$ cat src/rtl/debug_unlock_ctrl.sv
// Debug unlock controller: two-word key over valid/ready opens a timed session,
// repeated failures latch a permanent lockout, scan_mode always forces locked.
module debug_unlock_ctrl #(
  parameter logic [15:0] KEY0          = 16'hA5C3,
  parameter logic [15:0] KEY1          = 16'h3C5A,
  parameter int unsigned MAX_ATTEMPTS  = 3,
  parameter int unsigned UNLOCK_CYCLES = 1024,
  parameter int unsigned KEY_TIMEOUT   = 64
) (
  input  logic        Clk,
  input  logic        resetn,
  input  logic        debug_req,
  input  logic        key_valid,
  input  logic [15:0] key_data,
  output logic        key_ready,
  input  logic        debug_relock,
  input  logic        scan_mode,
  output logic        debug_unlocked,
  output logic        lockout,
  output logic [3:0]  fail_count,
  output logic        attempt_done,
  output logic        attempt_pass
);

  typedef enum logic [2:0] {
    IDLE     = 3'd0,
    WAIT_K0  = 3'd1,
    WAIT_K1  = 3'd2,
    UNLOCKED = 3'd3,
    LOCKOUT  = 3'd4
  } state_t;

  localparam int SES_W = $clog2(UNLOCK_CYCLES + 1);
  localparam int TO_W  = $clog2(KEY_TIMEOUT + 1);

  localparam logic [SES_W-1:0] SES_LOAD = SES_W'(UNLOCK_CYCLES);
  localparam logic [SES_W-1:0] SES_ONE  = SES_W'(1);
  localparam logic [TO_W-1:0]  TO_LAST  = TO_W'(KEY_TIMEOUT - 1);
  localparam logic [3:0]       MAX_A    = 4'(MAX_ATTEMPTS);

  state_t            state;
  logic              match0;
  logic [TO_W-1:0]   timeout_cnt;
  logic [SES_W-1:0]  session_cnt;

  logic              xfer;
  logic              resolve;
  logic              resolve_pass;
  logic [3:0]        fail_next;

  // scan_mode gates ready combinationally so a same-cycle transfer can never land
  assign key_ready    = ((state == WAIT_K0) || (state == WAIT_K1)) && !scan_mode;
  assign xfer         = key_valid && key_ready;
  assign resolve      = (state == WAIT_K1) && !scan_mode && (xfer || (timeout_cnt == TO_LAST));
  assign resolve_pass = xfer && match0 && (key_data == KEY1);
  assign fail_next    = (fail_count == 4'hF) ? 4'hF : fail_count + 4'd1;

  always_ff @(posedge Clk or negedge resetn) begin
    if (!resetn) begin
      state          <= IDLE;
      match0         <= 1'b0;
      timeout_cnt    <= '0;
      session_cnt    <= '0;
      debug_unlocked <= 1'b0;
      lockout        <= 1'b0;
      fail_count     <= 4'd0;
      attempt_done   <= 1'b0;
      attempt_pass   <= 1'b0;
    end else begin
      attempt_done <= 1'b0;
      case (state)
        IDLE: begin
          if (debug_req && !scan_mode)
            state <= WAIT_K0;
        end

        WAIT_K0: begin
          if (scan_mode) begin
            state <= IDLE;
          end else if (xfer) begin
            match0      <= (key_data == KEY0);
            timeout_cnt <= '0;
            state       <= WAIT_K1;
          end
        end

        WAIT_K1: begin
          if (scan_mode) begin
            state <= IDLE;
          end else if (resolve) begin
            attempt_done <= 1'b1;
            attempt_pass <= resolve_pass;
            timeout_cnt  <= '0;
            if (resolve_pass) begin
              state          <= UNLOCKED;
              debug_unlocked <= 1'b1;
              session_cnt    <= SES_LOAD;
            end else begin
              fail_count <= fail_next;
              if (fail_next >= MAX_A) begin
                state   <= LOCKOUT;
                lockout <= 1'b1;
              end else begin
                state <= IDLE;
              end
            end
          end else begin
            timeout_cnt <= timeout_cnt + 1'b1;
          end
        end

        UNLOCKED: begin
          // exiting on a count of one gives exactly UNLOCK_CYCLES unlocked cycles
          if (scan_mode || debug_relock || (session_cnt == SES_ONE)) begin
            state          <= IDLE;
            debug_unlocked <= 1'b0;
            session_cnt    <= '0;
          end else begin
            session_cnt <= session_cnt - 1'b1;
          end
        end

        LOCKOUT: begin
          state          <= LOCKOUT;
          lockout        <= 1'b1;
          debug_unlocked <= 1'b0;
        end

        default: begin
          state          <= IDLE;
          debug_unlocked <= 1'b0;
        end
      endcase
    end
  end

endmodule

$ cat config.mk
export PLATFORM = sky130hd
export DESIGN_NAME = debug_unlock_ctrl
export DESIGN_NICKNAME = d
export VERILOG_FILES = /design/src/rtl/debug_unlock_ctrl.sv
export SDC_FILE = /design/constraint.sdc
export NUM_CORES = 1
export LEC_CHECK = 0
export ABC_AREA = 0
export CORE_MARGIN = 2
export CORE_UTILIZATION = 50
export CTS_BUF_LIST = sky130_fd_sc_hd__clkbuf_8
export CTS_CLUSTER_SIZE = 8
export DETAILED_ROUTE_END_ITERATION = 6
export MAX_ROUTING_LAYER = met4
export PLACE_DENSITY_LB_ADDON = 0.1
export RECOVER_POWER = 50
export SLEW_MARGIN = 5
export SYNTH_ARGS = -nofsm -noshare
export SYNTH_HDL_FRONTEND = slang
export SYNTH_SLANG_ARGS = --single-unit
$ cat constraint.sdc
create_clock -name Clk -period 6.25 [get_ports Clk]
set_clock_uncertainty 0.15 [all_clocks]
set_input_delay 0.625 -clock Clk [delete_from_list [all_inputs] [get_ports Clk]]
set_output_delay 0.625 -clock Clk [all_outputs]
set_load 0.01 [all_outputs]
; ---- Word level (Yosys, flattened, before mapping)
; Cells that the tools add are included.
[op_classes]
add_sub_neg = 3
n_lt_le_gt_ge = 1
eq_ne = 20
muxes = 33
n_bitwise = 3
reduce_logical = 25
[ops]
columns = cell, count
row1 = 11-bit two-way mux, 4
row2 = 7-bit two-way mux, 4
row3 = 3-bit two-way mux, 8
row4 = 11-bit case mux with 2 select lines, 1
row5 = "16-bit by 14-bit == test with 1-bit output, second input constant", 1
row6 = "16-bit == test, second input constant", 1
row7 = "2-bit inequality test, second input constant", 8
row8 = 4-bit AND reduction, 4
row9 = 3-bit case mux with 5 select lines, 1
row10 = 7-bit case mux with 2 select lines, 1
row11 = "11-bit by 1-bit == test with 1-bit output, second input constant", 1
row12 = 1-bit two-way mux, 11
row13 = "11-bit by 1-bit subtractor with 11-bit output, second input constant", 1
row14 = 5-bit AND reduction, 2
row15 = "7-bit by 1-bit adder with 7-bit output, second input constant", 1
row16 = "7-bit by 6-bit == test with 1-bit output, second input constant", 1
row17 = 1-bit logical AND, 7
row18 = "3-bit by 2-bit == test with 1-bit output, second input constant", 2
row19 = "3-bit inequality test, second input constant", 2
row20 = 3-bit AND reduction, 2
row21 = 2-bit nonzero test, 3
row22 = "4-bit by 1-bit adder with 4-bit output, second input constant", 1
row23 = "4-bit == test, second input constant", 1
row24 = "4-bit by 2-bit greater-or-equal comparator with 1-bit output, second input constant", 1
row25 = other kinds (11), 16
[word_totals]
regBits = 30
wordCells = 94

; ---- Longest topological paths before layout
[logic_depth]
word_depth = 10
mapped_depth = 7
depth_no_buf = 7

; ---- Least setup slack after synthesis
; No wires, ideal clock.
[synth_timing]
path_kind = input -> register
from = in key_data[8]
to = reg fail_count[0]
t_arrival_ns = 2.007
required_ns = 5.972
path_slack_ns = 3.965
cell_stages = 5
path_buffers = 0
cell_sequence = nor4bb_1 > nand4_1 > or3_1 > and2_1 > mux2_1
[synth_between]
elab_chain_cells = 4
[synth_rtl]
columns = element, line_no
row1 = from (decl), 14  ; input logic [15:0] key_data,
row2 = 16-bit by 14-bit == test with 1-bit output, 55  ; assign resolve_pass = xfer && match0 && (key_data == KEY1);
row3 = 1-bit logical AND, 55
row4 = 1-bit NOT (no source line), n/a
row5 = 4-bit AND reduction (no source line), n/a
row6 = to (signal assigned), 99  ; fail_count <= fail_next;
row7 = to (decl), 20  ; output logic [3:0] fail_count,
; No other way between the ends.
; A chain may end at the register's enable or synchronous reset.

; ---- Final worst setup path
[layout_timing]
from = in scan_mode
to = out key_ready
[layout_between]
elab_chain_cells = 2
[layout_rtl]
columns = element, line_no
row1 = from (decl), 17  ; input logic scan_mode,
row2 = 1-bit zero test, 52  ; assign key_ready = ((state == WAIT_K0) || (state == WAIT_K1)) && !scan_mode;
row3 = 1-bit logical AND, 52
row4 = to (decl), 15  ; output logic key_ready,
; No other way between the ends.

==> flow_summary.ini <==
[die]
initial_utilization_pct = 52.2
coreArea_um2 = 3340
pin_count = 31
die_area_um2 = 3970
die_h_um = 63.0
die_x_um = 63.0
rows = 21

[critical_path]
critPathMaxFanout = 6
cp.required_ns = 5.47
worstPathArrival_ns = 2.17
path_class = in2out
setup.worst_path.start_class = input pin
crit_path_end_kind = primary output

[detailed_routing]
drt_iter0_drc = 103
wl_per_cell_um = 14.7
routed_via_density = 5.73
wirelength_um = 3930
drc = 0
dr_total_vias = 1531
postRouteAntennaNets = 0
dr.pass1.iters = 4

[power_and_ir_drop]
swShare_pct = 36.4
p_clk_share_pct = 21.6
p_switching_mw = 0.273
ir_drop_v = 0.000217
p_per_area_nw_per_um2 = 345
cellLeakagePower_nw = 0.967
internal-power_mw = 0.477
pwr-share-comb_pct = 37.6
power_mw = 0.750
seqPwrFrac_pct = 40.8

[sta]
fin_tns_setup_ns = 0
worstMarginPinSlew_ns = 1.60
hold_ws_ns = 0.331
clock.fmax_mhz = 340
final-setup-viol-count = 0
rsz0062_at_grt = false
worst_slack_ns = 3.31
fin_crit_ns = 2.94
fin_crit_sh_pct = 47.1
finalMaxSlewViolations = 31
finalHoldViolations = 0
slew_headroom_pct = -6.56

[yosys]
synthCells = 187
synth_ff_type = dfrtp_1
ys_seq_area_share_pct = 43.1
synth_edf_count = 0
ys_ff_latch = 30
synth.avg_cell_area_um2 = 9.31
postSynth.asyncResetShare_pct = 100
syn_area_um2 = 1740
yosysWarnings = 0
synth_cell_type_count = 51
postSynthNetCount = 213

[clock_tree]
insertion_delay_ns = 0.28
cts_buffer_depth = 2
cts_tree = yes
cts_root_buf = clkbuf_8
cts_buffers = 5
ctsResizeCount = 0
path_clk_slew_ns = 0.07
cts_setup_buffers = 0
ctsHtreeMaxLevel = 2
hold_buffers = 0
clkSinkCount = 30

[cells_and_area]
antenna_cells = 0
fillerInstances = 292
nNetsFinal = 246
stdcell_count = 267
area.growth.synth_to_final_pct = 24.8
layout-drive-gt1-share_pct = 6.33

[global_route]
grt_overflow = 0
grt_max_degree = 31
grt_pass1_wl_um = 6830
grt_pass1_vias = 1473
antenna_found_initial = 0
grtUsageTotal_pct = 22.0

[outcome]
violations = max-capacitance violations, max-slew violations
status = complete, but fails checks

[hold_path]
hold_class = reg2reg

[placement]
gp_congestion = 0.826
dp.cells = 259
place_ws_ns = 3.31
port_buffers = 30
dpl.hpwl_um = 2990

[run]
cap_violations = 1
-- metal layers --
layer,vias to the layer above,track usage (%),wire length (um)
met3,4,5.05,151
met2,33,33.2,1980
met5,-,-,0
met4,0,5.83,34
met1,739,29.8,1760
li1,755,-,-
-- placed cells by master (no fill, tap or decap), types with 4 or more instances in the layout --
cell / instances
nand3_1: 5
nor2b_1: 4
dfrtp_1: 30
a31oi_1: 4
o21ai_0: 6
xnor2_1: 5
clkdlybuf4s50_1: 27
ha_1: 4
a21oi_1: 9
nor3_1: 8
nand4_1: 4
clkbuf_8: 6
or3_1: 7
inv_1: 7
nor3b_1: 5
nor2_1: 22
nand2_1: 11
and3_1: 4
-- critical path, stage by stage --
cell,delay (ns)
clkdlybuf4s50_1,0.50
or2_0,0.36
nor2_1,0.14
clkdlybuf4s50_1,0.54
-- through the flow --
step / instance area (um^2) / utilization [%]
2_1_floorplan: 1740 / -
6_report: 2170 / 65.1
4_1_cts: 2180 / 65.2
3_3_place_gp: 2080 / 62.4
5_1_grt: 2170 / 65.1
3_5_place_dp: 2080 / 62.4
-- kinds of logic after synthesis --
| kind of cell | synth area share (%) |
|---|---|
| mux | 3.09 |
| simple gates | 31.5 |
| xor+xnor | 2.51 |
| compound gates | 13.9 |
| fa+ha+maj | 2.87 |
| flops | 43.1 |
| buf+inv | 2.95 |
-- cells in the mapped netlist, drive strengths merged (3+ instances only) --
master / n / area, um^2
xnor2: 5 / 43.8
or3: 7 / 43.8
nand4: 4 / 25.0
nor3: 8 / 40.0
a21oi: 9 / 45.0
o21ai: 8 / 40.0
a211o: 3 / 26.3
nand2b: 3 / 18.8
nand2: 11 / 41.3
buf: 3 / 17.5
and3: 4 / 25.0
nor2: 22 / 82.6
nor2b: 4 / 25.0
and2: 3 / 18.8
nor4: 3 / 25.0
dfrtp: 30 / 751
nand3: 5 / 25.0
ha: 4 / 50.1
mux2: 3 / 33.8
a31oi: 4 / 25.0
a21o: 3 / 22.5
inv: 7 / 26.3
nor3b: 6 / 50.1
-- registers in the layout, summed over array words and instances (netlist names) --
register and flops:
session_cnt 11, fail_count 4, match0 1, timeout_cnt 7, debug_unlocked 1, lockout 1, attempt_done 1, attempt_pass 1
state 3
-- power by group through the flow --
stage	Clock [mW]	Sequential (mW)	Combinational [mW]
global route	0.179	0.315	0.315
global placement	0	0.303	0.269
finish	0.162	0.306	0.282
detailed placement	0	0.308	0.282
CTS	0.167	0.304	0.283
floorplan	0	0.294	0.198
-- area by class of cell --
cell class                      count  area [um^2]  share of cell area (%)
Clock buffer                        6         82.6                    3.80
Clock inverter                      2         12.5                   0.576
Inverter                            7         26.3                    1.21
Multi-Input combinational cell    145          940                    43.2
Sequential cell                    30          751                    34.5
Tap cell                           46         57.6                    2.65
Timing Repair Buffer               31          304                    14.0
-- path summary, 6_finish.rpt --
check                                      startpoint                         end  slack [ns]  cells past startpoint
min in group asynchronous                      resetn  session_cnt[8]$_DFFE_PN0P_        1.12                      2
min reg2reg                       lockout$_DFFE_PN0P_         lockout$_DFFE_PN0P_        0.33                      1
max reg2reg                session_cnt[4]$_DFFE_PN0P_  session_cnt[6]$_DFFE_PN0P_        4.01                      5
max                                         scan_mode                   key_ready        3.31                      4
min                               lockout$_DFFE_PN0P_         lockout$_DFFE_PN0P_        0.33                      1
max in group asynchronous                      resetn    attempt_pass$_DFFE_PN0P_        3.89                      2
Power figures use the tool's default switching activity.
